===== src/rtl/seg_mux_display.sv =====
// Multiplexed seven-segment driver with sequential binary-to-BCD (shift-add-3) conversion.
// Optional build macro LEADING_ZERO_BLANK_EN blanks leading zero digits above digit 0.
module seg_mux_display #(
  parameter int DATA_W     = 8,
  parameter int NUM_DIGITS = 3,
  parameter int SCAN_DIV   = 4096
) (
  input  logic                    clk,
  input  logic                    reset,
  input  logic [DATA_W-1:0]       value,
  input  logic                    load,
  output logic                    busy,
  output logic                    valid,
  output logic [4*NUM_DIGITS-1:0] bcd_out,
  output logic                    ovf,
  output logic [6:0]              segments,
  output logic [NUM_DIGITS-1:0]   digit_en
);

  localparam int BW = 4 * NUM_DIGITS;
  localparam int SW = BW + 4;
  localparam int CW = $clog2(DATA_W + 1);
  localparam int PW = $clog2(SCAN_DIV);
  localparam int IW = (NUM_DIGITS > 1) ? $clog2(NUM_DIGITS) : 1;
  localparam logic [PW-1:0] PRESC_MAX = PW'(SCAN_DIV - 1);
  localparam logic [IW-1:0] IDX_MAX   = IW'(NUM_DIGITS - 1);

  typedef enum logic [1:0] {S_IDLE, S_SHIFT, S_COMMIT} state_t;

  state_t                state_q, state_d;
  logic [DATA_W-1:0]     shift_q, shift_d;
  logic [SW-1:0]         scratch_q, scratch_d, adj;
  logic [CW-1:0]         cnt_q, cnt_d;
  logic                  lost_q, lost_d;
  logic                  busy_q, busy_d;
  logic                  valid_q, valid_d;
  logic [BW-1:0]         bcd_q, bcd_d;
  logic                  ovf_q, ovf_d;
  logic [PW-1:0]         presc_q, presc_d;
  logic [IW-1:0]         idx_q, idx_d;
  logic [NUM_DIGITS-1:0] en_q, en_d;
  logic [6:0]            seg_q, seg_d;
  logic [3:0]            nib;
  logic [BW-1:0]         upper;

  function automatic logic [6:0] seg_decode(input logic [3:0] n);
    case (n)
      4'd0: return 7'h7E;
      4'd1: return 7'h30;
      4'd2: return 7'h6D;
      4'd3: return 7'h79;
      4'd4: return 7'h33;
      4'd5: return 7'h5B;
      4'd6: return 7'h5F;
      4'd7: return 7'h70;
      4'd8: return 7'h7F;
      4'd9: return 7'h7B;
      default: return 7'h00;
    endcase
  endfunction

  always_comb begin
    state_d   = state_q;
    shift_d   = shift_q;
    scratch_d = scratch_q;
    cnt_d     = cnt_q;
    lost_d    = lost_q;
    busy_d    = busy_q;
    valid_d   = 1'b0;
    bcd_d     = bcd_q;
    ovf_d     = ovf_q;
    adj       = scratch_q;
    for (int i = 0; i <= NUM_DIGITS; i++) begin
      if (adj[4*i +: 4] >= 4'd5) adj[4*i +: 4] = adj[4*i +: 4] + 4'd3;
    end
    case (state_q)
      S_IDLE: begin
        if (load) begin
          shift_d   = value;
          scratch_d = '0;
          lost_d    = 1'b0;
          cnt_d     = CW'(DATA_W - 1);
          busy_d    = 1'b1;
          state_d   = S_SHIFT;
        end
      end
      S_SHIFT: begin
        {scratch_d, shift_d} = {adj[SW-2:0], shift_q, 1'b0};
        // Any non-zero guard already means overflow; keeping it sticky also
        // covers bits later shifted out or nibble adds that wrap.
        lost_d = lost_q | (adj[SW-1 -: 4] != 4'd0);
        if (cnt_q == '0) state_d = S_COMMIT;
        else             cnt_d   = cnt_q - CW'(1);
      end
      S_COMMIT: begin
        bcd_d   = scratch_q[BW-1:0];
        ovf_d   = lost_q | (scratch_q[SW-1 -: 4] != 4'd0);
        valid_d = 1'b1;
        busy_d  = 1'b0;
        state_d = S_IDLE;
      end
      default: state_d = S_IDLE;
    endcase
  end

  // Segments are decoded from next-state values so they change on the same
  // edge as digit_en and as a freshly committed bcd_out.
  always_comb begin
    presc_d = presc_q + PW'(1);
    idx_d   = idx_q;
    if (presc_q == PRESC_MAX) begin
      presc_d = '0;
      idx_d   = (idx_q == IDX_MAX) ? '0 : idx_q + IW'(1);
    end
    en_d  = NUM_DIGITS'(1) << idx_d;
    upper = bcd_d >> (4 * idx_d);
    nib   = upper[3:0];
    seg_d = seg_decode(nib);
`ifdef LEADING_ZERO_BLANK_EN
    if ((idx_d != '0) && (upper == '0)) seg_d = 7'h00;
`endif
    if (ovf_d) seg_d = 7'h01;
  end

  always_ff @(posedge clk) begin
    if (reset) begin
      state_q   <= S_IDLE;
      shift_q   <= '0;
      scratch_q <= '0;
      cnt_q     <= '0;
      lost_q    <= 1'b0;
      busy_q    <= 1'b0;
      valid_q   <= 1'b0;
      bcd_q     <= '0;
      ovf_q     <= 1'b0;
      presc_q   <= '0;
      idx_q     <= '0;
      en_q      <= NUM_DIGITS'(1);
      seg_q     <= 7'h7E;
    end else begin
      state_q   <= state_d;
      shift_q   <= shift_d;
      scratch_q <= scratch_d;
      cnt_q     <= cnt_d;
      lost_q    <= lost_d;
      busy_q    <= busy_d;
      valid_q   <= valid_d;
      bcd_q     <= bcd_d;
      ovf_q     <= ovf_d;
      presc_q   <= presc_d;
      idx_q     <= idx_d;
      en_q      <= en_d;
      seg_q     <= seg_d;
    end
  end

  assign busy     = busy_q;
  assign valid    = valid_q;
  assign bcd_out  = bcd_q;
  assign ovf      = ovf_q;
  assign segments = seg_q;
  assign digit_en = en_q;

endmodule


===== config.mk =====
export PLATFORM = sky130hd
export DESIGN_NAME = seg_mux_display
export DESIGN_NICKNAME = d
export VERILOG_FILES = /design/src/rtl/seg_mux_display.sv
export SDC_FILE = /design/constraint.sdc
export NUM_CORES = 1
export LEC_CHECK = 0
export BUFFER_PORTS_ARGS = -buffer_cell sky130_fd_sc_hd__clkbuf_2
export CAP_MARGIN = 5
export CORE_UTILIZATION = 35
export DETAILED_ROUTE_END_ITERATION = 10
export PLACE_DENSITY = 0.49
export REMOVE_ABC_BUFFERS = 1
export SYNTH_ARGS = -nofsm -noshare
export SYNTH_HDL_FRONTEND = slang
export SYNTH_SLANG_ARGS = --single-unit

===== constraint.sdc =====
create_clock -name clk -period 4.3 [get_ports clk]
set_input_delay 0.645 -clock clk [delete_from_list [all_inputs] [get_ports clk]]
set_output_delay 0.645 -clock clk [all_outputs]
set_load 0.01 [all_outputs]

# Word level (Yosys, flattened, before mapping)
# Memories as Yosys holds them, arrays and structs flattened.
# Cells that the tools add are included.
# word_totals
register_bits	70
latchBits	0
mem_bits_rw	0
romBits	112
inputBits	11
output_inout_bits	25
n_memories	1
# memory_table
name	depth	width	rd	rd_clocked_by_memory_dff	wr	line_no	rtl
(no name shown)	16	7	1	0	0	47	case (n)
# classes
n_addsub	7
n_mul	0
div_mod_pow	0
magnitude_cmp	4
n_eq_ne	7
shifts	2
n_mux	24
bitwise	2
n_reduce_logical	11
# op_table
operator	count
case mux 16 bit (2 select lines)	1
two-way mux 4 bit	6
adder 4 x 2 -> 4 bit (second input constant)	4
>= comparator 4 x 3 -> 1 bit (second input constant)	4
two-way mux 16 bit	1
case mux 8 bit (2 select lines)	1
adder 12 x 1 -> 12 bit (second input constant)	1
equality test 12 bit (second input constant)	1
two-way mux 12 bit	1
right shift 12 x 4 -> 4 bit	1
two-way mux 2 bit	4
two-way mux 8 bit	1
case mux 4 bit (2 select lines)	1
nonzero test 4 bit	2
two-way mux 7 bit	1
!= test 2 bit (second input constant)	3
AND reduction 2 bit	3
equality test 2 bit (second input constant)	2
zero test 4 bit	1
two-way mux 1 bit	4
case mux 1 bit (2 select lines)	2
case mux 2 bit (2 select lines)	1
nonzero test 2 bit	2
subtractor 4 x 1 -> 4 bit (second input constant)	1
7 further kinds	8

# Longest topological paths before layout
# An unclocked memory read counts as a cell.
# logic_depth
word_depth	6
ltp_mapped	13
ltp_nobuf	11

# Worst setup path before layout
# No wires, ideal clock.
# synth_timing
path_type	flip-flop to flip-flop
startpoint	reg state_q[0]
endpoint	reg seg_q[0] (netlist: segments[0])
arrival_ps	2435
required_ps	4209
path_slack_ps	1774
path_stages_with_launch	13
path_buffers	2
period_less_slack_ps	2526
cell_sequence	dfxtp_1 nand2b_1 buf_6 buf_2 mux2i_1 nor3_1 nor4_1 nor3b_2 inv_1 ha_1 a21oi_1 a211oi_1 a311oi_1
# synth_via
elab_chain_len	5
word_cells_on_any_way	6
# synth_lines
element	line_no	rtl
start, declared	30	state_t state_q, state_d;
start signal, assigned	141	state_q <= state_d;
equality test 2 bit (*)	76	case (state_q)
two-way mux 12 bit	76	
right shift 12 x 4 -> 4 bit	116	upper = bcd_d >> (4 * idx_d);
memory (16 x 7 bit)	n/a	
two-way mux 7 bit (*)	122	if (ovf_d) seg_d = 7'h01;
end signal, assigned	153	seg_q <= seg_d;
end, declared	42	logic [6:0] seg_q, seg_d;
# Mark *: on every way between the ends. The rest lies on a longest branch, timed or not.
# A chain may end at the register's enable or synchronous reset.

# Worst setup path in the final report
# layout_timing
startpoint	reg presc_q[0]
endpoint	reg seg_q[3] (netlist: segments[3])
# layout_via
elab_chain_len	5
# layout_lines
element	line_no	rtl
start, declared	39	logic [PW-1:0] presc_q, presc_d;
start signal, assigned	150	presc_q <= presc_d;
equality test 12 bit	111	if (presc_q == PRESC_MAX) begin
two-way mux 2 bit	111	
right shift 12 x 4 -> 4 bit	116	
memory (16 x 7 bit)	n/a	
two-way mux 7 bit	122	
# Every way passes these cells.

==> impl.org <==
** Clock tree
- In this run the deepest clock path goes through 2 buffers.
- CTS built an H-tree with a depth of 3.
- Number of buffers created by CTS :: 9
- After clock tree synthesis, the clock-pin slew on the worst setup and hold paths is ~0.070 ns.
- Clock latency on the worst-skew pair :: around 0.34 ns
- Cts repair resizes :: 0
- CTS root buffer :: clkbuf_8
- For this design, the sink count on the clock tree is 70.
- TritonCTS built the clock tree.
- After clock tree synthesis, the setup repair step added 0 buffers.
- Post-CTS Hold Fix Bufs :: 0

** Critical path
- The largest single stage delay on the critical path is about 0.71 ns.
- Launch point of the worst reg-to-reg path :: presc_q[0]$_SDFF_PP0_
- Worst setup startpoint :: presc_q[0]$_SDFF_PP0_
- Traced cell by cell, the critical path runs through ha_1 -> nand4_1 -> nor3_2 -> nor3_1 -> nor4_1 -> nor3b_2 -> inv_1 -> ha_1 -> nand3_1 -> o21ai_1 -> a211oi_1.
- Most frequent CP cell :: ha_1
- The worst setup path is launched from a flip-flop.
- On the critical path, the stage with the largest delay is an instance of nor3_2.
- Critical path required time :: between 4 and 5 ns
- Endpoint arrival time on the critical path :: 3.43 ns
- The worst setup path is captured at a flip-flop.
- The worst setup path is of the reg2reg kind.
- CP max FO :: 13

** Synth
- Of the total synthesized cell area, the portion taken by full adders, half adders and majority gates is 0.0622.
- Of the post-synthesis cell area, the dominant cell type holds 0.410.
- Yosys mapped a number of flops with a built-in enable equal to 0.
- Dominant combinational cell family by area after synthesis :: simple AND/OR/NAND/NOR gates
- Library cells used by synthesis :: 54
- Async set-reset flop share out of synthesis :: 0
- The largest total area in the synthesized netlist belongs to dfxtp_1.
- The area fraction in compound gates after synthesis is 0.154.
- Dividing the synthesized area by the synthesized cell count gives 8.60 sq um.
- The most used flip-flop cell after synthesis is dfxtp_1.
- The synthesized design contains 70 register bits.
- Of the total synthesized cell area, the portion taken by XOR and XNOR cells is 0.0435.
- Register area share after synthesis :: 0.410
- Synthesized instance count :: about 400
- Of the post-synthesis cell area, the part taken by muxes is 0.0475.
- The commonest cells after synthesis are dfxtp_1 (70), nor2_1 (53), nand2_1 (32), a21oi_1 (28), nor3_1 (28).
- Simple-Gate Fraction of Synth Area :: 0.234
- The cell area that synthesis handed to floorplanning was roughly 3400 sq um.
- In the post-synthesis netlist, the biggest area contributors are dfxtp_1 (41%), ha_1 (6.2%), nor2_1 (5.8%).
- Most numerous cell in the Yosys netlist :: dfxtp_1
- Total number of yosys warnings :: 0

** STA
- Fin Setup TNS :: 0 ns
- Derived from the worst setup path, the maximum achievable clock frequency is approximately 0.31 GHz.
- Of the available clock period, the critical path in the final layout requires 0.743.
- The smallest clock period supported by the final layout is computed as ~3.2 ns.
- Setup violations, final :: 0
- Setup repair after global routing missed its margin :: no
- Headroom to the max-slew limit came out at 0.389.
- Endpoints failing hold :: 0
- Setup skew after layout :: 0.0105 ns
- For the pin with the worst max-slew slack, the measured transition is about 0.91 ns.
- Fin Hold WS :: between 0.4 and 0.5 ns
- The max-slew violation total from the final report was 0.

** Placement
- Once placement completed, the tool counted placed cells totaling approximately 550.
- Detailed-placement wirelength estimate :: ~5500 um
- Placer's final routability congestion estimate :: approximately 0.85
- DP Area :: between 3000 and 4000 sq um
- Count of buffers from port buffering :: 35

** Die
- After floorplanning, the core was sized to cover between 9000 and 10000 sq um.
- 36 I/O pins were placed.
- Die H :: ~100 um
- Width of the die :: between 100 and 150 um
- Row cnt :: 35
- The initial utilization of the core area, before any placement, comes to 0.365.
- Overall die area :: ~10000 sq um

** Route
- Using the TritonRoute via totals, the vias-per-cell ratio works out to 5.02.
- Detailed-route wire length :: 7640 um
- The pre-antenna-repair detailed-routing pass consisted of 4 iterations.
- For this run, design rule violations remaining after detail routing come to 0.
- Total via count in the routed design :: between 2000 and 3000
- After detailed routing, the average wire length per cell comes to ~14 um.
- DRT antenna net count :: 0
- After the first detailed-routing iteration, the DRC count stood at around 130.

** Hold path
- Hold wc startpoint :: presc_q[0]$_SDFF_PP0_
- The tightest min-delay check is of the reg2reg type.

** Final layout
- Layout net count :: about 460
- For this run, the number of standard cells in the final layout without fillers is between 500 and 600.
- The repair_antennas step left the layout with diodes totalling 0.
- Finished Cell Area :: 3870 sq um
- Synth-to-Final Area Change :: 13.2%
- Filler cell count in the final layout :: about 990
- In the final layout, the share of cells above drive strength 1 is 0.147.

** Pwr
- Power Dens Cells :: 331 nW/um^2
- The analysis attributes to cell leakage a power of roughly 1.6 nW.
- The design draws between 1 and 1.5 mW.
- The worst-case IR drop observed on VDD is roughly 0.13 mV.

** Global routing
- Entering global routing, the biggest net connects 39 pins.
- Initial antenna violation count :: 0
- The first global-routing pass estimated 12700 um of wire.
- The via count of the first global-routing pass came to between 2000 and 3000.
- Grt ovf :: 0
- In the global route stage, overall resource usage came out at 0.162.

** Flow run
- Max-cap violation count :: 0

** Status
- Run status :: finished clean
worst paths after layout:
kind,endpoint,slack (ns),depth (start not counted)
setup / recovery,segments[3]$_SDFF_PP1_,1.11,11
hold / removal,presc_q[0]$_SDFF_PP0_,0.45,1
setup reg to reg,segments[3]$_SDFF_PP1_,1.11,11
hold reg to reg,presc_q[0]$_SDFF_PP0_,0.45,1
cell usage in the layout (no fill, tap or decap), drive strengths merged, types with 2 or more instances in the layout:
cell,instances
dfxtp,70
nor2,53
clkbuf,48
nand2,32
nor3,29
a21oi,28
o21ai,21
inv,19
ha,17
mux2i,15
nand3,13
xnor2,12
nand2b,9
a211oi,9
nor3b,6
xor2,5
nor4,5
or3,4
clkinv,3
and2,3
o22ai,3
o31ai,3
buf,3
and3,2
o221ai,2
a22o,2
nand4,2
a221oi,2
per-layer routing:
metal	track usage	vias up	wire, um
li1	-	1458	-
met1	0.209	1332	3840
met2	0.263	41	3550
met3	0.0492	2	219
met4	0.0424	0	31
met5	0	-	0
metrics by stage:
stage | util | setup WS, ns
after floorplan | - | 1.54
after global placement | 0.394 | 1.27
after detailed placement | 0.394 | 1.16
after CTS | 0.413 | 1.13
after global routing | 0.413 | 0.725
final | 0.413 | 1.11
where the power goes:
| group | internal [mW] | switching [mW] |
|---|---|---|
| registers | 0.669 | 0.0154 |
| logic | 0.0396 | 0.0630 |
| clock network | 0.255 | 0.242 |
registers in the layout (all words and copies together) (netlist names):
signal	cells
bcd_out	12
cnt_q	4
scratch_q	16
busy	1
segments	7
lost_q	1
shift_q	8
valid	1
digit_en	3
state_q	2
presc_q	12
ovf	1
idx_q	2
cells by family after synthesis:
| logic type | after synthesis |
|---|---|
| buffers and inverters | 37 |
| AND/OR/NAND/NOR | 161 |
| XOR/XNOR | 17 |
| AO/OA/AOI/OAI | 81 |
| multiplexers | 15 |
| adder cells (fa/ha/maj) | 17 |
| flip-flops | 70 |
critical path, delay by kind of cell, from the launching register on:
kind / cells / cell delay (ns)
compound gates: 2 / 0.37
fa+ha+maj: 2 / 0.45
buf+inv: 1 / 0.15
flops: 1 / 0.35
simple gates: 6 / 1.75
cell type report:
type | instances | area (sq um) | share of cell area
Sequential cell | 70 | 1400 | 0.362
Timing Repair Buffer | 38 | 198 | 0.0510
Inverter | 20 | 76.3 | 0.0197
Multi-Input combinational cell | 291 | 1850 | 0.478
Clock inverter | 3 | 17.5 | 0.00452
Tap cell | 129 | 161 | 0.0417
Clock buffer | 13 | 169 | 0.0436
(Power assumes the default switching activity.)
